### src/rtl/mrsw_ram_pkg.sv
// Shared definitions for the multi-read, single-write RAM.
package mrsw_ram_pkg;

   localparam int STYLE_RADDR = 0;   // registered read address, combinational data
   localparam int STYLE_RDATA = 1;   // registered read data, one cycle latency

   // Widest word the byte-merge helper handles; callers cast to and from this width.
   localparam int MAX_DATA_WIDTH = 256;
   localparam int MAX_BE_WIDTH   = MAX_DATA_WIDTH / 8;

   // Byte merge: bytes with be[i]=1 come from new_word, the rest from old_word.
   function automatic logic [MAX_DATA_WIDTH-1:0] be_merge(
      input logic [MAX_DATA_WIDTH-1:0] old_word,
      input logic [MAX_DATA_WIDTH-1:0] new_word,
      input logic [MAX_BE_WIDTH-1:0]   be
   );
      logic [MAX_DATA_WIDTH-1:0] merged;
      merged = old_word;
      for (int i = 0; i < MAX_BE_WIDTH; i++) begin
         if (be[i]) merged[8*i +: 8] = new_word[8*i +: 8];
      end
      return merged;
   endfunction

endpackage

### src/rtl/mrsw_ram_rd_port.sv
// One read port of the RAM. Presents a word address to the array held in the top
// and turns the returned word into rdata, either through a registered address
// (data follows the array) or through a registered data word (value frozen at capture).
module mrsw_ram_rd_port
   import mrsw_ram_pkg::*;
#(
   parameter int DATA_WIDTH = 32,
   parameter int ADDR_WIDTH = 2,
   parameter int READ_STYLE = STYLE_RADDR,
   parameter int RDW_NEW    = 0
) (
   input  logic                    clk,
   input  logic                    rst,
   input  logic                    ren,
   input  logic [ADDR_WIDTH-1:0]   raddr,
   input  logic                    wen,
   input  logic [DATA_WIDTH/8-1:0] wbe,
   input  logic [ADDR_WIDTH-1:0]   waddr,
   input  logic [DATA_WIDTH-1:0]   wdata,
   output logic [ADDR_WIDTH-1:0]   arr_addr,
   input  logic [DATA_WIDTH-1:0]   arr_word,
   output logic [DATA_WIDTH-1:0]   rdata
);

   if (READ_STYLE == STYLE_RADDR) begin : g_raddr
      logic [ADDR_WIDTH-1:0] ra_q;
      logic [ADDR_WIDTH-1:0] ra_d;

      // Next read address: load on ren, otherwise hold
      always_comb begin
         // NOTE: assign a default first so every path drives ra_d and no latch is inferred.
         ra_d = ra_q;
         if (ren) ra_d = raddr;
      end

      // Address register; reset has priority so ren is ignored while rst is high
      always_ff @(posedge clk) begin
         // NOTE: sequential state uses non-blocking assignment so all flops update together.
         if (rst) ra_q <= '0;
         else     ra_q <= ra_d;
      end

      assign arr_addr = ra_q;
      assign rdata    = arr_word;

      // The write-side inputs only matter for the registered-data style.
      logic unused_wr;
      assign unused_wr = ^{wen, wbe, waddr, wdata};
   end else begin : g_rdata
      logic [DATA_WIDTH-1:0] rd_q;
      logic [DATA_WIDTH-1:0] rd_d;
      logic                  rdw_hit;

      // Next read data: capture the array word, or the post-write merge on a same-address write
      always_comb begin
         rdw_hit = (RDW_NEW != 0) && wen && (waddr == raddr);
         rd_d    = rd_q;
         if (ren) begin
            if (rdw_hit) begin
               rd_d = DATA_WIDTH'(be_merge(MAX_DATA_WIDTH'(arr_word),
                                           MAX_DATA_WIDTH'(wdata),
                                           MAX_BE_WIDTH'(wbe)));
            end else begin
               rd_d = arr_word;
            end
         end
      end

      // Data register; reset has priority so ren is ignored while rst is high
      always_ff @(posedge clk) begin
         if (rst) rd_q <= '0;
         else     rd_q <= rd_d;
      end

      assign arr_addr = raddr;
      assign rdata    = rd_q;
   end

endmodule

### src/rtl/mrsw_ram_rport.sv
// Multi-read, single-write RAM with a byte-enabled write port and NUM_RD independent
// read ports. The array lives here so it stays one memory; each port is a sub-module.
module mrsw_ram_rport
   import mrsw_ram_pkg::*;
#(
   parameter int DATA_WIDTH = 32,           // multiple of 8, at most MAX_DATA_WIDTH
   parameter int ADDR_WIDTH = 2,
   parameter int NUM_RD     = 2,            // 1..8
   parameter int READ_STYLE = STYLE_RADDR,
   parameter int RDW_NEW    = 0
) (
   input  logic                         clk,
   input  logic                         rst,
   input  logic                         wen,
   input  logic [DATA_WIDTH/8-1:0]      wbe,
   input  logic [ADDR_WIDTH-1:0]        waddr,
   input  logic [DATA_WIDTH-1:0]        wdata,
   input  logic [NUM_RD-1:0]            ren,
   input  logic [NUM_RD*ADDR_WIDTH-1:0] raddr,
   output logic [NUM_RD*DATA_WIDTH-1:0] rdata
);

   localparam int DEPTH    = 2 ** ADDR_WIDTH;
   localparam int BE_WIDTH = DATA_WIDTH / 8;

   logic [DATA_WIDTH-1:0] mem_q [DEPTH];
   logic                  wr_fire;

   // A write is suppressed during reset
   always_comb begin
      wr_fire = wen & ~rst;
   end

   // Array write, byte granular
   always_ff @(posedge clk) begin
      // NOTE: the array is deliberately not reset; contents survive rst and it maps onto RAM.
      if (wr_fire) begin
         for (int b = 0; b < BE_WIDTH; b++) begin
            if (wbe[b]) mem_q[waddr][8*b +: 8] <= wdata[8*b +: 8];
         end
      end
   end

   for (genvar p = 0; p < NUM_RD; p++) begin : g_port
      logic [ADDR_WIDTH-1:0] port_addr;
      logic [DATA_WIDTH-1:0] port_word;

      assign port_word = mem_q[port_addr];

      mrsw_ram_rd_port #(
         .DATA_WIDTH (DATA_WIDTH),
         .ADDR_WIDTH (ADDR_WIDTH),
         .READ_STYLE (READ_STYLE),
         .RDW_NEW    (RDW_NEW)
      ) u_port (
         .clk      (clk),
         .rst      (rst),
         .ren      (ren[p]),
         .raddr    (raddr[p*ADDR_WIDTH +: ADDR_WIDTH]),
         .wen      (wen),
         .wbe      (wbe),
         .waddr    (waddr),
         .wdata    (wdata),
         .arr_addr (port_addr),
         .arr_word (port_word),
         .rdata    (rdata[p*DATA_WIDTH +: DATA_WIDTH])
      );
   end

endmodule

### config.mk
export PLATFORM = sky130hd
export DESIGN_NAME = mrsw_ram_rport
export DESIGN_NICKNAME = d
export VERILOG_FILES = /design/src/rtl/mrsw_ram_pkg.sv /design/src/rtl/mrsw_ram_rd_port.sv /design/src/rtl/mrsw_ram_rport.sv
export SDC_FILE = /design/constraint.sdc
export NUM_CORES = 1
export LEC_CHECK = 0
export ABC_AREA = 0
export ABC_CLOCK_PERIOD_IN_PS = 1500
export CAP_MARGIN = 20
export CORE_MARGIN = 3
export CORE_UTILIZATION = 45
export CTS_BUF_LIST = sky130_fd_sc_hd__clkbuf_2
export DETAILED_ROUTE_END_ITERATION = 12
export PLACE_DENSITY = 0.73
export SLEW_MARGIN = 20
export SYNTH_ARGS = -nofsm -noshare
export SYNTH_HDL_FRONTEND = slang
export SYNTH_SLANG_ARGS = --single-unit
### constraint.sdc
create_clock -name clk -period 1.5 [get_ports clk]
set_input_delay 0.3 -clock clk [delete_from_list [all_inputs] [get_ports clk]]
set_output_delay 0.3 -clock clk [all_outputs]
set_load 0.03 [all_outputs]
==> run summary, run 1 <==
status: finished with violations
failing checks: negative setup slack
Hold Worst Slack: 0.276 ns
GRT overflow: 0
Setup WS pre-CTS: -0.549 ns
Initial DRT Pass Iterations: 4
fmax: 0.443 GHz
synth warn: 0
drt drc: 0
CTS tree: built
area of the core: 0.0123 mm2
clock-pin slew on the worst setup and hold paths: 0.19 ns
Clock Tree Buf Depth: 2
first-pass GRT wire length: 18300 um
RSZ-0062 raised after global routing: yes
Setup Buffers After CTS: 0
Max Slew Vio Count: 0
FP Rows: 40
CP endpoint kind: output port
area delta synth->final: 30.6%
Via density: 5.37
share of cells above drive strength 1: 47.0%
Setup Skew: 0.0137 ns
Gate Count Post-Synth: 245
die height: 120 um
die area: 0.0143 mm2
Worst Reg2Reg Path Length in Cells: 2
GRT Total Usage: 17.5%
largest net degree at the start of global routing: 17
Crit path arrival time: 1.96 ns
WP data required: 1.20 ns
syn_area_per_cell: 23.7 um2
sequential area share after synthesis: 69.0%
initial antenna violation count: 1
worst hold path depth: 3
io pins: 111
Filler Cells Inserted: 912
Crit Path Category: reg2out
post-route ant nets: 0
Pwr per Cell Area: 1010 mW/mm2
Final Hold Viols: 0
slew margin rel.: 72.4%
Worst R2R Setup Slack: 0.87 ns
leak pwr: 0.00253 uW
H-Tree Depth: 4
WL/cell: 20.3 um
worst r2r src: g_port[0].u_port.arr_addr[0]
setup violation total in the final timing report: 64
Initial Util: 47.1%
routed wire length: 11600 um
final setup TNS: -46.79 ns
synth unique cells: 13
Num CTS Buffers: 17
crit-path max FO: 16
FF/Latch Area: 0.00401 mm2
hold_sp: raddr[0]
Mapped Area: 0.00580 mm2
# port buffers: 110
final critical-path setup slack: -0.759 ns
max_cap viols: 0
Tcrit/Tclk final: 151%
FF+latch count, synth: 136
clk_lat worst skew: 0.64 ns
gpl congestion: 0.729
Final HPWL DP: 8110 um
fin crit period: 2.26 ns
multi-input logic area: 0.00161 mm2
Hold Buf Count CTS: 0
Max IR drop VDD: 0.000495 V
Worst Tran Pin Value: 0.414 ns
clock root buffer: clkbuf_2
Die X: 120 um
Worst setup SP type: flip-flop
vias after detailed routing: 3068
HP Class: in2reg
power consumption: 7610 uW
DR iter-0 viols: 151
synthesized net count: 292
vias in the first global route: 3302
fin nets: 436
clock sinks: 136
==> cell families (layout without fill, tap and decap cells) <==
logic type | after synthesis | after routing | share of synthesized area (%)
flip-flops | 136 | 136 | 69.0
AND/OR/NAND/NOR | 27 | 27 | 2.18
buffers and inverters | 14 | 171 | 2.98
multiplexers | 68 | 68 | 25.8
other | 0 | 1 | 0
==> area by class of cell <==
type,instances,area share (%)
sequential,136,53.0
multi-input combinational,95,21.2
timing repair buffer,139,19.8
tap,168,2.78
clock inverter,11,1.72
clock buffer,21,1.39
antenna,1,0.0330
==> Yosys cell counts <==
cell type | instances | area [um2]
nor3_1 | 4 | 20.0
nand2_1 | 1 | 3.75
nand2b_1 | 2 | 12.5
buf_2 | 6 | 30.0
dfxtp_1 | 8 | 160
mux4_2 | 60 | 1350
mux2i_1 | 4 | 40.0
nor2_1 | 16 | 60.1
buf_12 | 6 | 120
edfxtp_1 | 128 | 3840
nand3b_1 | 4 | 30.0
mux4_1 | 4 | 105
buf_6 | 2 | 22.5
==> flip-flops by register name (all words and copies together), names as in the netlist, named ones only <==
signal                  flops
g_port.u_port.arr_addr      4
mem_q                     128
==> per-stage QoR <==
| step | util [%] | instance area, um2 | std cells |
|---|---|---|---|
| 2_1_floorplan | - | 5800 | 245 |
| 3_3_place_gp | 59.0 | 7260 | 538 |
| 3_5_place_dp | 59.0 | 7260 | 538 |
| 4_1_cts | 61.5 | 7570 | 570 |
| 5_1_grt | 61.5 | 7570 | 571 |
| 6_report | 61.5 | 7570 | 571 |
==> path summary, 6_finish.rpt <==
path / to
worst max-delay path: rdata[26]
worst min-delay path: flip-flop
worst max register to register: g_port[0].u_port.arr_addr[0]
worst min register to register: flip-flop
==> cells in the final DEF, fill, tap and decap left out <==
master           netlist  routed
nor2_1                16      16
clkinvlp_4             0       2
dfxtp_2                0       2
clkdlybuf4s50_1        0      46
nor3_1                 4       4
clkinv_1               0       4
diode_2                0       1
mux2i_1                4       4
bufinv_16              0       3
nand2b_1               2       2
dfxtp_4                0       2
buf_12                 6       8
edfxtp_1             128     128
clkbuf_2               0      21
buf_6                  2      65
nand3b_1               4       4
mux4_2                60      64
dfxtp_1                8       4
nand2_1                1       1
clkinv_2               0       2
buf_4                  0      20
==> repair_timing <==
action,in CTS,in global routing
gates resized for setup,454,1
gates cloned,0,0
setup endpoints to repair,64,64
==> critical path, stage by stage, from the launching register on <==
cell and delay [ns]:
dfxtp_4 0.41, buf_12 0.18, mux4_2 0.55, buf_6 0.16
==> metal layers <==
| layer | track usage [%] | vias to the layer above | part of all wire (%) |
|---|---|---|---|
| met2 | 29.7 | 80 | 54 |
| met5 | 0 | - | 0 |
| met4 | 5.58 | 0 | 0.88 |
| li1 | - | 1361 | - |
| met3 | 5.23 | 7 | 4.8 |
| met1 | 21.8 | 1620 | 40 |
==> power by group <==
group	switching, uW	leakage (uW)	total [uW]	internal (uW)
Combinational	596	0.00116	1210	617
Clock	1200	0.000144	2130	928
Sequential	39.8	0.00122	4270	4230
Power figures use the tool's default switching activity.
==> run 2, diff against run 1 <==
- CORE_UTILIZATION: 45 -> 25
- PLACE_DENSITY: 0.73 -> not set
- SLEW_MARGIN: 20 -> not set
==> run 2 against run 1 <==
The run still ends with negative setup slack left. Global-route usage fell by 5.6 points. Sequential power barely moved. Hold slack got worse by 0.029 ns. Die area rose by 75%. Critical path type unchanged. Critical endpoint is now rdata[25]. Largest cell class unchanged. Largest power group unchanged.
==> run summary, run 2 (same netlist as run 1, synthesis figures left out) <==
initial antenna violation count: 2 (+1)
CP cell instances: buf_16 -> buf_12 -> mux4_2 -> buf_12
Final Hold Viols: 0 (unchanged)
DR iter-0 viols: 178 (+18%)
CP endpoint kind: output port
max incr delay on CP: 0.55 ns (about the same)
drt drc: 0 (unchanged)
Max IR drop VDD: 0.000344 V (-30%)
GRT Total Usage: 11.9% (-5.6 points)
crit-path max FO: 6 (-10)
# port buffers: 110 (unchanged)
Setup Skew: 0.0328 ns (+0.0192 ns)
Final HPWL DP: 9810 um (+21%)
first-pass GRT wire length: 21200 um (+16%)
routed wire length: 14600 um (+26%)
gpl congestion: 0.702 (-3.7%)
leading cell types in the layout, fill and taps excluded: edfxtp_1 (128), buf_6 (70), mux4_2 (64), clkdlybuf4s50_1 (46), buf_4 (26)
setup violation total in the final timing report: 64 (unchanged)
slew margin rel.: 70.6% (-1.8 points)
GRT overflow: 0 (unchanged)
Die X: 158 um (+32%)
WP data required: 1.20 ns (about the same)
clock root buffer: clkbuf_2
die area: 0.0251 mm2 (+75%)
CTS tree: built
Critical-path top delay cell: mux4_2
final critical-path setup slack: -0.900 ns (-0.141 ns)
leak pwr: 0.00278 uW (+10%)
Tcrit/Tclk final: 160% (+9.4 points)
largest net degree at the start of global routing: 19 (+2)
Crit path arrival time: 2.10 ns (+0.14 ns)
Worst setup SP type: flip-flop
Filler Cells Inserted: 2100 (+130%)
final setup TNS: -51.38 ns (-4.59 ns)
WL/cell: 20.4 um (+0.28%)
commonest non-fill, non-tap cell in the layout: edfxtp_1
max_cap viols: 0 (unchanged)
FP Rows: 55 (+38%)
Max Slew Vio Count: 0 (unchanged)
Setup WS pre-CTS: -0.492 ns (+0.0563 ns)
FF/Latch Area: 0.00402 mm2 (about the same)
fmax: 0.417 GHz (-5.9%)
post-route ant nets: 0 (unchanged)
share of cells above drive strength 1: 50.8% (+3.8 points)
Via density: 4.53 (-16%)
multi-input logic area: 0.00161 mm2 (unchanged)
Crit Path Category: reg2out
vias in the first global route: 3520 (+6.6%)
clk_lat worst skew: 0.68 ns (+0.04 ns)
die height: 158 um (+32%)
power consumption: 8160 uW (+7.2%)
Worst Tran Pin Value: 0.441 ns (+0.0267 ns)
H-Tree Depth: 4 (unchanged)
clock-pin slew on the worst setup and hold paths: 0.18 ns (about the same)
Clock Tree Buf Depth: 2 (unchanged)
vias after detailed routing: 3250 (+5.9%)
CP dominant cell by count: buf_12
post-layout util: 36.3% (-25 points)
area of the core: 0.0227 mm2 (+84%)
Top reg by flops: mem_q
fin nets: 467 (+7.1%)
clock sinks: 136 (unchanged)
Largest register FFs: 128 (unchanged)
Initial DRT Pass Iterations: 4 (unchanged)
Initial Util: 25.5% (-22 points)
io pins: 111 (unchanged)
status: finished with violations
failing checks: negative setup slack
HP Class: in2reg
RSZ-0062 raised after global routing: yes
fin crit period: 2.40 ns (+0.141 ns)
area delta synth->final: 42.2%
Num CTS Buffers: 17 (unchanged)
Pwr per Cell Area: 989 mW/mm2 (-1.6%)
run 2: cell types whose count changed in the layout (fill, tap and decap cells not counted), sizes merged:
cell	delta
buf	+31
bufinv	+2
clkbuf	-2
clkinvlp	-2
diode	+1
run 2: worst paths after layout:
check | from | endpoint | slack (ns) | cells past startpoint
max | flip-flop | rdata[25] | -0.90 | 4
min | raddr[1] | flip-flop | 0.25 | 3
max reg2reg | g_port[1].u_port.arr_addr[0] | flip-flop | 0.64 | 2
min reg2reg | g_port[0].u_port.arr_addr[1] | flip-flop | 0.53 | 2
run 2: what timing repair did:
item | in CTS | in global routing
pin swaps | 0 | 0
hold buffers | 0 | 0
endpoints found under the setup margin | 64 | 64
gates resized for setup | 267 | 17
buffers inserted | 18 | 5
gates cloned | 3 | 0
run 2: report_power, final:
| group | total (uW) | internal, uW | switching, uW |
|---|---|---|---|
| Sequential | 4270 | 4230 | 43.3 |
| Combinational | 1400 | 751 | 652 |
| Clock | 2480 | 1240 | 1240 |
| Total | 8160 | 6220 | 1940 |
run 2: area by class of cell:
class                      instances  share of cell area, %
antenna                            2                 0.0607
clock buffer                      19                   1.15
clock inverter                    11                   2.19
multi-input combinational         95                   19.5
sequential                       136                   48.7
tap                              285                   4.32
timing repair buffer             170                   24.1
run 2: critical path: cells and delay by family (launching register included):
kind                   cells  cell delay (ns)
buffers and inverters      3             0.43
multiplexers               1             0.55
flip-flops                 1             0.45
run 2: metal layers:
layer  part of all wire [%]  global-route usage (%)  up-vias
met2                     50                    19.5       97
met1                     43                    15.0     1704
met4                    1.7                    4.79        2
met3                    4.9                    3.29       22
met5                   0.14                       0        -
li1                       -                       -     1425
run 2: through the flow:
| step | instances | cell area (um2) | hold slack, ns |
|---|---|---|---|
| after floorplan | 245 | 5800 | 0.381 |
| after global placement | 661 | 7390 | 0.497 |
| after detailed placement | 661 | 7390 | 0.498 |
| after CTS | 712 | 8160 | 0.118 |
| after global routing | 717 | 8240 | 0.116 |
| final | 718 | 8250 | 0.246 |
==> run 3, diff against run 2 <==
- SLEW_MARGIN: not set -> 0
==> results of run 3 <==
No change in the layout: final DEF, timing and power equal those of run 2.
